`config.mk`:
```
export PLATFORM = sky130hd
export DESIGN_NAME = top_lvl
export DESIGN_NICKNAME = d
export VERILOG_FILES = /design/src/rtl/top_lvl_pkg.sv /design/src/rtl/top_lvl_fifo_mem.sv /design/src/rtl/top_lvl.sv
export SDC_FILE = /design/constraint.sdc
export NUM_CORES = 1
export LEC_CHECK = 0
export ABC_AREA = 1
export BUFFER_PORTS_ARGS = -buffer_cell sky130_fd_sc_hd__buf_4
export CAP_MARGIN = 30
export CELL_PAD_IN_SITES_DETAIL_PLACEMENT = 0
export CELL_PAD_IN_SITES_GLOBAL_PLACEMENT = 2
export CORE_ASPECT_RATIO = 1.5
export CORE_MARGIN = 8
export CORE_UTILIZATION = 38
export CTS_CLUSTER_DIAMETER = 120
export DETAILED_ROUTE_END_ITERATION = 10
export PLACE_DENSITY = 0.86
export SLEW_MARGIN = 15
export SYNTH_ARGS = -nofsm -noshare
export SYNTH_HDL_FRONTEND = slang
export SYNTH_SLANG_ARGS = --single-unit
export TNS_END_PERCENT = 20
```
`constraint.sdc`:
```
create_clock -name clk -period 2.46 [get_ports clk]
set_input_delay 0.492 -clock clk [delete_from_list [all_inputs] [get_ports clk]]
set_output_delay 0.492 -clock clk [all_outputs]
set_load 0.01 [all_outputs]
```
`src/rtl/top_lvl_pkg.sv`:
```
// Shared constants for the top_lvl FIFO: default word width, address width and depth.
package top_lvl_pkg;
  localparam int DATA_WIDTH_DEF = 8;
  localparam int ADDR_WIDTH_DEF = 4;
  localparam int DEPTH_DEF      = 2 ** ADDR_WIDTH_DEF;
endpackage

```
`src/rtl/top_lvl_fifo_mem.sv`:
```
// fifo_mem: DEPTH x DATA_WIDTH storage, one synchronous write port and one registered read port.
module fifo_mem
  import top_lvl_pkg::*;
#(
  parameter int DATA_WIDTH = DATA_WIDTH_DEF,
  parameter int ADDR_WIDTH = ADDR_WIDTH_DEF
) (
  input  logic                  clk,
  input  logic                  wr_en,
  input  logic [ADDR_WIDTH-1:0] wr_addr,
  input  logic [DATA_WIDTH-1:0] wr_data,
  input  logic                  rd_en,
  input  logic [ADDR_WIDTH-1:0] rd_addr,
  output logic [DATA_WIDTH-1:0] rd_data
);
  localparam int DEPTH = 2 ** ADDR_WIDTH;

  logic [DATA_WIDTH-1:0] mem [DEPTH];

  // No reset so the array maps onto block RAM; a same-address read returns the old word.
  always_ff @(posedge clk) begin
    if (wr_en) mem[wr_addr] <= wr_data;
    if (rd_en) rd_data <= mem[rd_addr];
  end
endmodule

```
`src/rtl/top_lvl.sv`:
```
// top_lvl: synchronous FIFO with registered read data, occupancy count and full/empty flags.
// Optional sticky overflow/underflow outputs are enabled by defining TOP_LVL_ERR_FLAGS_EN.
module top_lvl
  import top_lvl_pkg::*;
#(
  parameter int DATA_WIDTH = DATA_WIDTH_DEF,
  parameter int ADDR_WIDTH = ADDR_WIDTH_DEF
) (
  input  logic                  clk,
  input  logic                  rst,
  input  logic [DATA_WIDTH-1:0] data_in,
  output logic [DATA_WIDTH-1:0] data_out,
  input  logic                  wrreq,
  input  logic                  rdreq,
  output logic                  full,
  output logic                  empty,
`ifdef TOP_LVL_ERR_FLAGS_EN
  output logic [ADDR_WIDTH:0]   usedw,
  output logic                  overflow,
  output logic                  underflow
`else
  output logic [ADDR_WIDTH:0]   usedw
`endif
);
  localparam int DEPTH = 2 ** ADDR_WIDTH;

  logic [ADDR_WIDTH-1:0] wr_ptr;
  logic [ADDR_WIDTH-1:0] rd_ptr;
  logic [ADDR_WIDTH:0]   usedw_next;
  logic [DATA_WIDTH-1:0] rd_data;
  logic                  out_clear;
  logic                  rd_accept;
  logic                  wr_accept;

  assign rd_accept = rdreq & ~empty;
  // A write into a full FIFO is allowed only when a read frees a slot on the same edge.
  assign wr_accept = rst & wrreq & (~full | rd_accept);

  always_comb begin
    usedw_next = usedw;
    case ({wr_accept, rd_accept})
      2'b10:   usedw_next = usedw + (ADDR_WIDTH + 1)'(1);
      2'b01:   usedw_next = usedw - (ADDR_WIDTH + 1)'(1);
      default: usedw_next = usedw;
    endcase
  end

  always_ff @(posedge clk or negedge rst) begin
    if (!rst) begin
      wr_ptr    <= '0;
      rd_ptr    <= '0;
      usedw     <= '0;
      empty     <= 1'b1;
      full      <= 1'b0;
      out_clear <= 1'b1;
    end else begin
      if (wr_accept) wr_ptr <= wr_ptr + ADDR_WIDTH'(1);
      if (rd_accept) begin
        rd_ptr    <= rd_ptr + ADDR_WIDTH'(1);
        out_clear <= 1'b0;
      end
      usedw <= usedw_next;
      empty <= (usedw_next == '0);
      full  <= (usedw_next == (ADDR_WIDTH + 1)'(DEPTH));
    end
  end

  // The RAM read register has no reset, so data_out is forced to zero until the first read after reset.
  assign data_out = out_clear ? '0 : rd_data;

  fifo_mem #(
    .DATA_WIDTH(DATA_WIDTH),
    .ADDR_WIDTH(ADDR_WIDTH)
  ) u_mem (
    .clk    (clk),
    .wr_en  (wr_accept),
    .wr_addr(wr_ptr),
    .wr_data(data_in),
    .rd_en  (rd_accept),
    .rd_addr(rd_ptr),
    .rd_data(rd_data)
  );

`ifdef TOP_LVL_ERR_FLAGS_EN
  always_ff @(posedge clk or negedge rst) begin
    if (!rst) begin
      overflow  <= 1'b0;
      underflow <= 1'b0;
    end else begin
      if (wrreq & ~wr_accept) overflow  <= 1'b1;
      if (rdreq & empty)      underflow <= 1'b1;
    end
  end
`endif
endmodule

```
==> flow_metrics.env, run 1 <==
export IMPL_tritoncts="built"
export IMPL_yosysUniqueCellTypes=26
export IMPL_drt_iter0_markers=258
export IMPL_grt_overflow_total=0
export IMPL_clockBufferDepth=2
export IMPL_setup_tns_ns=0
export IMPL_drc_errors=0
export IMPL_maxSlewViolCount=0
export IMPL_holdBufCountCts=0
export IMPL_grt_antenna_before_repair=0
export IMPL_cp_max_fo=6
export IMPL_clk_pin_slew_worst_paths_ns=0.06
export IMPL_p_leak_nw=2.80
export IMPL_finalWeightedCongestion=0.791
export IMPL_drt_total_wl_um=14100
export IMPL_slew_headroom=0.685
export IMPL_tightest_slew_ns=0.472
export IMPL_fin_crit_sh=0.894
export IMPL_antenna_cells=0
export IMPL_maxCapViolations=0
export IMPL_layout_min_cycle_time_ns=2.20
export IMPL_postCtsSetupBuffers=0
export IMPL_die_area_um2=21000
export IMPL_clock_latency_ns=0.41
export IMPL_cts_root_buf="clkbuf_16"
export IMPL_skew_ns=0.00577
export IMPL_cp_data_required_time_ns=2.80
export IMPL_fin_hold_ws_ns=0.0594
export IMPL_port_buffers=26
export IMPL_first_global_vias=4096
export IMPL_min_path_type="primary input to async pin"
export IMPL_max_vdd_ir_drop_uv=577
export IMPL_setup_viol=0
export IMPL_status="finished clean"
export IMPL_fmax_mhz=455
export IMPL_start_util=0.389
export IMPL_nFillCells=1446
export IMPL_die_y_um=174
export IMPL_worstSetupEndpointType="register"
export IMPL_place_ws_ns=0.0916
export IMPL_via_count=4020
export IMPL_p_per_area_nw_per_um2=1170
export IMPL_ys_seq_elements=152
export IMPL_hold_violations=0
export IMPL_netlist_area_um2=6300
export IMPL_critPathLaunchType="register"
export IMPL_cts_buffers=17
export IMPL_area_growth_pct=18.0
export IMPL_cts_resized=0
export IMPL_grtUsageTotal=0.138
export IMPL_postRouteAntennaNets=0
export IMPL_path_class="register to register"
export IMPL_rows=57
export IMPL_htreeDepth=4
export IMPL_pin_count=27
export IMPL_arrival_ns=2.54
export IMPL_die_x_um=121
export IMPL_firstDrtPassIters=5
export IMPL_core_um2=16200
export IMPL_grt_max_degree=84
export IMPL_place_hpwl_um=9460
export IMPL_ys_seq_area_frac=0.712
export IMPL_synthCells=527
export IMPL_fin_ws_ns=0.261
export IMPL_regArea_um2=4490
export IMPL_drive_above_1_share=0.160
export IMPL_synth_net_count=547
export IMPL_rsz0062_at_grt="no"
export IMPL_yosys_warnings=0
export IMPL_multi_input_area_um2=1510
export IMPL_clock_sinks=152
export IMPL_nNetsFinal=594
export IMPL_syn_area_per_cell_um2=12.0
export IMPL_vias_per_cell=5.07
export IMPL_grt_pass1_wl_um=22000
export IMPL_routedWlPerCell_um=17.7
## sequential cells by signal (all words and copies together), names as in the netlist
| register | count |
|---|---|
| u_mem.mem | 128 |
| usedw | 5 |
| u_mem.rd_data | 8 |
| out_clear | 1 |
| full | 1 |
| wr_ptr | 4 |
| empty | 1 |
| rd_ptr | 4 |
## cell usage after synthesis
cell	count	area (um^2)
edfxtp_1	136	4080
nand2_1	85	319
nor2_1	82	308
o21ai_0	45	225
inv_1	41	154
o211ai_1	20	150
nand3_1	17	85.1
dfrtp_1	14	350
a21oi_1	12	60.1
buf_2	9	45.0
clkbuf_1	8	30.0
ha_1	8	100
o2111ai_1	8	70.1
o21ai_1	7	35.0
inv_2	6	22.5
o22ai_1	6	37.5
xor2_1	6	52.6
buf_6	4	45.0
nand4_1	3	18.8
a211oi_1	2	15.0
dfstp_2	2	52.6
nor2_2	2	12.5
buf_4	1	7.51
nand2_2	1	6.26
or2_0	1	6.26
xnor2_1	1	8.76
## layout make-up
type	count	share of cell area
Timing Repair Buffer	50	0.0538
Clock buffer	17	0.0572
Tap cell	206	0.0347
Sequential cell	152	0.603
Multi-Input combinational cell	306	0.203
Inverter	47	0.0237
Clock inverter	15	0.0237
## critical path: stages (launching register included)
cell,delay [ns]
dfstp_2,0.54
o21ai_0,0.09
nand2_1,0.09
ha_1,0.28
nand2_1,0.08
inv_1,0.08
nor2_2,0.04
ha_1,0.26
nand2_1,0.08
nand2_2,0.05
or2_0,0.21
nor2_1,0.11
nand3_1,0.11
nor2_1,0.12
## worst paths after layout
path                            startpoint              end  slack (ns)  cells past startpoint
worst max register to register       empty             full        0.26                     13
worst min-delay path                   rst         usedw[4]        0.06                      2
max in group asynchronous              rst        out_clear        2.14                      2
worst max-delay path                 empty             full        0.26                     13
worst min register to register   out_clear        out_clear        0.50                      2
min in group clk                data_in[7]  u_mem.mem[8][7]        0.41                      1
## metrics by stage
step	power [mW]	util	area, um^2	instances
detailed placement	6.16	0.422	6840	761
floorplan	5.21	-	6300	527
global placement	6.09	0.422	6840	761
finish	8.67	0.459	7440	793
CTS	8.75	0.459	7440	793
global route	9.19	0.459	7440	793
## layout by cell type, fill, tap and decap left out, drive strengths merged, types with 12 or more instances in the layout
cell type and n:
edfxtp 136, inv 49, o21ai 52, dfrtp 14, clkbuf 17, nand3 17
buf 50, nor2 84, nand2 86, a21oi 12, o211ai 20
## kinds of logic (layout without fill, tap and decap cells)
kind of cell             Yosys count  count (layout)  share of synthesized area
AO/OA/AOI/OAI                    100             100                     0.0941
XOR/XNOR                           7               7                    0.00973
adder cells (fa/ha/maj)            8               8                     0.0159
buffers and inverters             69             129                     0.0483
AND/OR/NAND/NOR                  191             191                      0.120
flip-flops                       152             152                      0.712
## power breakdown
part           switching [mW]  internal (mW)  total, mW
Clock                   0.997           1.60       2.59
Combinational            1.78          0.929       2.71
Sequential              0.199           3.17       3.37
Total                    2.97           5.70       8.67
## metal layers
metal | wire length (um) | GRT usage | up-vias
met5 | 0 | 0 | -
met4 | 394 | 0.0676 | 0
met3 | 564 | 0.0248 | 27
met2 | 7860 | 0.252 | 103
met1 | 5230 | 0.148 | 1948
li1 | - | - | 1942
No activity file was read; power rests on OpenSTA's default activity.
==> run 2, diff against run 1 <==
- ABC_AREA: 1 -> 0
- CORE_UTILIZATION: 38 -> 42
==> run 2 against run 1 <==
Against the previous run:
- clock power fell by 8%
- sequential share of layout area is 0.36 points higher
- die area decreased by 8.0%
- wire length down 13%
- design area down 0.59%
- first-iteration DRC count increased by 1.2%
- combinational power decreased by 12%
- clock skew increased by 0.0046 ns
- clock-buffer cell count rose by 3
- non-clock buffer count up 1
- synthesized cell count fell by 30%
- largest cell class unchanged
==> flow_metrics.env, run 2 <==
export IMPL_worstSetupEndpointType="register"
export IMPL_maxSlewViolCount=0
export IMPL_synth_edf_count=136
export IMPL_top_register="u_mem.mem"
export IMPL_grtUsageTotal=0.135
export IMPL_skew_ns=0.0104
export IMPL_clock_sinks=152
export IMPL_synth_top_cell_by_area="edfxtp_1"
export IMPL_rows=55
export IMPL_fin_crit_sh=0.928
export IMPL_layout_commonest_cell="edfxtp_1"
export IMPL_synthArstFlopShare=0.105
export IMPL_yosysMostFrequentCell="edfxtp_1"
export IMPL_pin_count=27
export IMPL_clockBufferDepth=2
export IMPL_via_count=3285
export IMPL_clock_latency_ns=0.41
export IMPL_die_x_um=116
export IMPL_nNetsFinal=439
export IMPL_die_area_um2=19400
export IMPL_yosys_warnings=0
export IMPL_core_um2=14900
export IMPL_path_class="register to register"
export IMPL_die_y_um=166
export IMPL_tritoncts="built"
export IMPL_synth_top_cell_area_share=0.644
export IMPL_p_total_mw=8.31
export IMPL_intPower_mw=5.80
export IMPL_tightest_slew_ns=0.828
export IMPL_drc_errors=0
export IMPL_syn_area_per_cell_um2=17.1
export IMPL_drt_total_wl_um=12200
export IMPL_p_leak_nw=2.60
export IMPL_grt_pass1_wl_um=19400
export IMPL_pwr_share_comb=0.288
export IMPL_maxCapViolations=0
export IMPL_rsz0062_at_grt="no"
export IMPL_antenna_cells=0
export IMPL_clkPwrFrac=0.288
export IMPL_pwr_share_seq=0.425
export IMPL_fmax_mhz=438
export IMPL_rr_startpoint="empty"
export IMPL_nFillCells=1247
export IMPL_cp_max_fo=4
export IMPL_regArea_um2=4490
export IMPL_largest_register_ffs=128
export IMPL_multi_input_area_um2=1680
export IMPL_max_vdd_ir_drop_uv=552
export IMPL_finalWeightedCongestion=0.787
export IMPL_ff2ff_path_depth=12
export IMPL_synthTopCellsByArea="edfxtp_1 (64%), mux4_2 (5.7%), dfrtp_1 (5.5%)"
export IMPL_netlist_area_um2=6340
export IMPL_r2r_end="full"
export IMPL_start_util=0.424
export IMPL_p_per_area_nw_per_um2=1120
export IMPL_critPathLaunchType="register"
export IMPL_drive_above_1_share=0.267
export IMPL_clk_pin_slew_worst_paths_ns=0.06
export IMPL_synth_net_count=390
export IMPL_grt_antenna_before_repair=0
export IMPL_yosysUniqueCellTypes=47
export IMPL_place_hpwl_um=8460
export IMPL_cp_data_required_time_ns=2.80
export IMPL_htreeDepth=4
export IMPL_rrSetupSlack_ns=0.18
export IMPL_cts_buffers=17
export IMPL_ys_seq_area_frac=0.708
export IMPL_status="finished clean"
export IMPL_cts_root_buf="clkbuf_16"
export IMPL_port_buffers=26
export IMPL_grt_overflow_total=0
export IMPL_vias_per_cell=5.21
export IMPL_postRouteAntennaNets=0
export IMPL_area_growth_pct=16.6
export IMPL_setup_tns_ns=0
export IMPL_synthCells=370
export IMPL_grt_max_degree=25
export IMPL_first_global_vias=3553
export IMPL_layout_common_cells="edfxtp_1 (136), buf_4 (50), mux2i_1 (25), nand2_1 (18), clkbuf_16 (17)"
export IMPL_arrival_ns=2.63
export IMPL_switching_share=0.302
export IMPL_reg_top3="u_mem.mem: 128 flops, u_mem.rd_data: 8 flops, usedw: 5 flops"
export IMPL_synthTopCellsByCount="edfxtp_1 (136), mux2i_1 (25), nand2_1 (18), mux4_2 (16), dfrtp_1 (14)"
export IMPL_min_path_type="primary input to async pin"
export IMPL_hold_violations=0
export IMPL_ys_flop_type="edfxtp_1"
export IMPL_ys_seq_elements=152
export IMPL_p_sw_mw=2.51
export IMPL_routedWlPerCell_um=19.4
export IMPL_drt_iter0_markers=261
export IMPL_slew_headroom=0.448
export IMPL_holdBufCountCts=0
export IMPL_layout_min_cycle_time_ns=2.28
export IMPL_setup_viol=0
export IMPL_firstDrtPassIters=4
[run 2: cell families (layout without fill, tap and decap cells)]
family | Yosys count | after routing | synth area share
DFF | 152 | 152 | 0.708
buffers and inverters | 30 | 91 | 0.0318
AOI/OAI and AO/OA | 52 | 52 | 0.0594
adders and majority gates | 8 | 8 | 0.0158
and+or+nand+nor | 66 | 66 | 0.0541
xor gates and xnor gates | 11 | 11 | 0.0164
muxes | 51 | 51 | 0.115
[run 2: power groups by stage]
stage / Clock [mW] / Combinational [mW] / Sequential [mW]
global route: 2.51 / 2.65 / 3.58
CTS: 2.43 / 2.43 / 3.53
finish: 2.39 / 2.39 / 3.53
global placement: 0 / 2.37 / 3.56
detailed placement: 0 / 2.41 / 3.58
floorplan: 0 / 1.98 / 3.35
[run 2: worst max path at each step]
stage | startpoint | to | slack [ns] | cells past startpoint
after detailed placement | rdreq | full | 0.02 | 13
after floorplan | empty | full | 0.001 | 12
final | empty | full | 0.18 | 12
after global routing | empty | full | 0.01 | 12
after global placement | rdreq | full | 0.06 | 13
after CTS | empty | full | 0.11 | 12
[run 2: critical path, stage by stage (launching register included)]
cell and delay, ns:
dfstp_2 0.53, nand2b_4 0.11, nand2_1 0.05, and3_4 0.19
inv_6 0.06, ha_4 0.12, xor2_1 0.06, ha_2 0.22
a21oi_2 0.12, mux2i_1 0.23, xnor2_1 0.10, a211o_1 0.30
nor2b_1 0.11
[run 2: routing by layer]
layer	global-route usage	share of wire
met1	0.143	0.38
met2	0.243	0.57
met3	0.0351	0.041
met4	0.0555	0.019
met5	0	0
[run 2: cell type report]
class,count,share of cell area
Timing Repair Buffer,51,0.0535
Tap cell,199,0.0337
Multi-Input combinational cell,188,0.227
Inverter,9,0.00525
Clock buffer,20,0.0591
Sequential cell,152,0.607
Clock inverter,11,0.0146
[run 2: metrics by stage]
step | setup slack [ns] | hold WS [ns] | std cells | utilization | instance area, um^2
final | 0.177 | 0.0311 | 630 | 0.495 | 7390
after global routing | 0.0134 | 0.0374 | 630 | 0.495 | 7390
after CTS | 0.112 | 0.0194 | 629 | 0.494 | 7380
after detailed placement | 0.0155 | 0.467 | 598 | 0.458 | 6840
after global placement | 0.0554 | 0.464 | 598 | 0.458 | 6840
after floorplan | 0.00117 | 0.196 | 370 | - | 6370
[run 2: what timing repair did]
| item | in CTS | in global routing |
|---|---|---|
| buffers inserted | 0 | 1 |
| endpoints found under the setup margin | 0 | 2 |
| resized for setup | 0 | 3 |
==> run 3, diff against run 2 <==
- CORE_UTILIZATION: 42 -> 43
- SYNTH_HIERARCHICAL: unset -> 1
==> run 3 against run 2 <==
Against the previous run:
- critical path depth is 3 lower
- non-clock buffer count is the same
- sequential cell count stayed put
- critical path type unchanged
- highest routed layer unchanged
==> flow_metrics.env, run 3 <==
export IMPL_status="finished clean"
export IMPL_cp_data_required_time_ns=2.78
export IMPL_arrival_ns=2.63
export IMPL_first_global_vias=3290
export IMPL_ys_seq_area_frac=0.736
export IMPL_die_x_um=113
export IMPL_rsz0062_at_grt="no"
export IMPL_finalNonFillerCells=544
export IMPL_drc_errors=0
export IMPL_p_per_area_nw_per_um2=1150
export IMPL_clock_sinks=152
export IMPL_cp_max_fo=6
export IMPL_yosys_area_share_simple=0.0544
export IMPL_synth_adder_area_share=0.0156
export IMPL_fmax_mhz=432
export IMPL_crit_top_cell="nand2b_1"
export IMPL_met1_usage=0.139
export IMPL_grt_max_degree=20
export IMPL_synthCells=307
export IMPL_synth_top_family_by_area="multiplexers"
export IMPL_grt_antenna_before_repair=0
export IMPL_core_um2=13900
export IMPL_max_vdd_ir_drop_uv=829
export IMPL_synthTopCellsByCount="edfxtp_1 (136), mux4_2 (18), nand2_1 (17), a22oi_1 (16)"
export IMPL_drive_above_1_share=0.293
export IMPL_synthArstFlopShare=0.105
export IMPL_skew_ns=0.00509
export IMPL_cts_root_buf="clkbuf_16"
export IMPL_critical_path_slowest_cell="dfstp_2"
export IMPL_reg_top3="u_mem/mem: 128 flops, u_mem/rd_data: 8 flops, usedw: 5 flops"
export IMPL_postCtsSetupBuffers=0
export IMPL_via_count=2957
export IMPL_grtUsageTotal=0.132
export IMPL_drt_iter0_markers=187
export IMPL_grt_pass1_wl_um=18000
export IMPL_muxShareOfSynthArea=0.131
export IMPL_fin_hold_ws_ns=0.0310
export IMPL_critPathLaunchType="register"
export IMPL_fin_ws_ns=0.147
export IMPL_path_class="register to register"
export IMPL_htreeDepth=4
export IMPL_postRouteAntennaNets=0
export IMPL_fin_util=0.520
export IMPL_grt_overflow_total=0
export IMPL_placedInstanceArea_um2=6600
export IMPL_synth_net_count=326
export IMPL_synth_top_cell_area_share=0.670
export IMPL_stdcell_area_um2=7240
export IMPL_netlist_area_um2=6090
export IMPL_layout_min_cycle_time_ns=2.31
export IMPL_p_total_mw=8.35
export IMPL_setup_viol=0
export IMPL_ys_seq_elements=152
export IMPL_nNetsFinal=385
export IMPL_start_util=0.437
export IMPL_synth_xor_area_frac=0.0129
export IMPL_synth_compound_area_share=0.0327
export IMPL_antenna_cells=0
export IMPL_worstSetupEndpointType="register"
export IMPL_largest_register_ffs=128
export IMPL_met3_usage=0.0331
export IMPL_firstDrtPassIters=4
export IMPL_die_area_um2=18300
export IMPL_area_growth_pct=18.8
export IMPL_yosys_warnings=6
export IMPL_synth_edf_count=136
export IMPL_maxCapViolations=0
export IMPL_clk_pin_slew_worst_paths_ns=0.06
export IMPL_clockBufferDepth=2
export IMPL_p_leak_nw=2.53
export IMPL_syn_area_per_cell_um2=19.8
export IMPL_slew_headroom=0.546
export IMPL_yosysUniqueCellTypes=40
export IMPL_min_path_type="primary input to async pin"
export IMPL_top_usage_layer="met2"
export IMPL_crit_chain="nand2b_1 > a21oi_2 > inv_1 > ha_2 > fa_1 > nor3b_1 > o221a_2 > nand2b_1 > o32ai_1"
export IMPL_placed_cells=512
export IMPL_synth_top_cell_by_area="edfxtp_1"
export IMPL_finalWeightedCongestion=0.724
export IMPL_critPathMaxStageDelay_ns=0.52
export IMPL_synthTopCellsByArea="edfxtp_1 (67%), mux4_2 (6.7%), mux4_1 (6.0%)"
export IMPL_ys_flop_type="edfxtp_1"
export IMPL_rows=53
export IMPL_place_ws_ns=-0.0446
export IMPL_die_y_um=162
export IMPL_vias_per_cell=5.44
export IMPL_maxSlewViolCount=0
export IMPL_routedWlPerCell_um=20.5
export IMPL_drt_total_wl_um=11200
export IMPL_pin_count=27
export IMPL_grtUsageMet2=0.242
export IMPL_tritoncts="built"
export IMPL_cts_buffers=17
export IMPL_layout_common_cells="edfxtp_1 (136), buf_4 (50), mux4_2 (18), nand2_1 (17), clkbuf_16 (17)"
export IMPL_top_register="u_mem/mem"
export IMPL_clock_latency_ns=0.41
export IMPL_tightest_slew_ns=0.679
export IMPL_layout_commonest_cell="edfxtp_1"
export IMPL_fin_crit_sh=0.940
export IMPL_setup_tns_ns=0
export IMPL_hold_violations=0
export IMPL_yosysMostFrequentCell="edfxtp_1"
export IMPL_place_hpwl_um=7720
export IMPL_port_buffers=26
==> run 3: cell types whose count changed after synthesis, sizes merged, moves of 6 or more <==
cell    change
mux4       +16
a21oi       -8
a22oi       +8
mux2i      -25
a221oi      -8
mux2        -8
buf        -10
o21ai      -18
inv         -6
==> run 3: layout make-up <==
type,count,area [um^2]
multi-input combinational,141,1510
tap,165,206
clock inverter,12,174
inverter,3,11.3
sequential,152,4490
clock buffer,20,457
timing repair buffer,51,395
fill,1102,6690
==> run 3: cell families after synthesis <==
family          count (synthesis)
compound gates                 27
flops                         152
buf+inv                        14
fa+ha+maj                       7
xor+xnor                        9
simple gates                   64
mux                            34
==> run 3: timing repair <==
| action | 4_1_cts | 5_1_grt |
|---|---|---|
| endpoints found under the setup margin | 0 | 3 |
| hold buffers | 0 | 0 |
| gates resized for setup | 0 | 2 |
==> run 3: power breakdown <==
group	switching, mW	internal, mW
clock	0.970	1.75
combinational	1.10	1.11
sequential	0.237	3.18
==> run 3: worst paths after layout <==
kind	startpoint	to	slack [ns]	cells after the start
max in group asynchronous	rst	empty	2.18	2
worst max-delay path	empty	empty	0.15	9
worst min-delay path	rst	wr_ptr[3]	0.03	2
min in group clk	data_in[5]	u_mem/mem[8][5]	0.38	1
worst min register to register	usedw[4]	usedw[4]	0.53	1
worst max register to register	empty	empty	0.15	9
==> run 3: worst max-delay path: cells and delay by family, from the launching register on <==
family,cells,cell delay [ns]
fa+ha+maj,2,0.69
compound gates,3,0.53
flops,1,0.52
simple gates,3,0.42
buf+inv,1,0.05
==> run 3: layer usage <==
layer  vias up  routed length [um]  share of wire
met2        46                6250           0.56
met4         0                 184          0.016
li1       1371                   -              -
met5         -                   0              0
met3        12                 348          0.031
met1      1528                4370           0.39
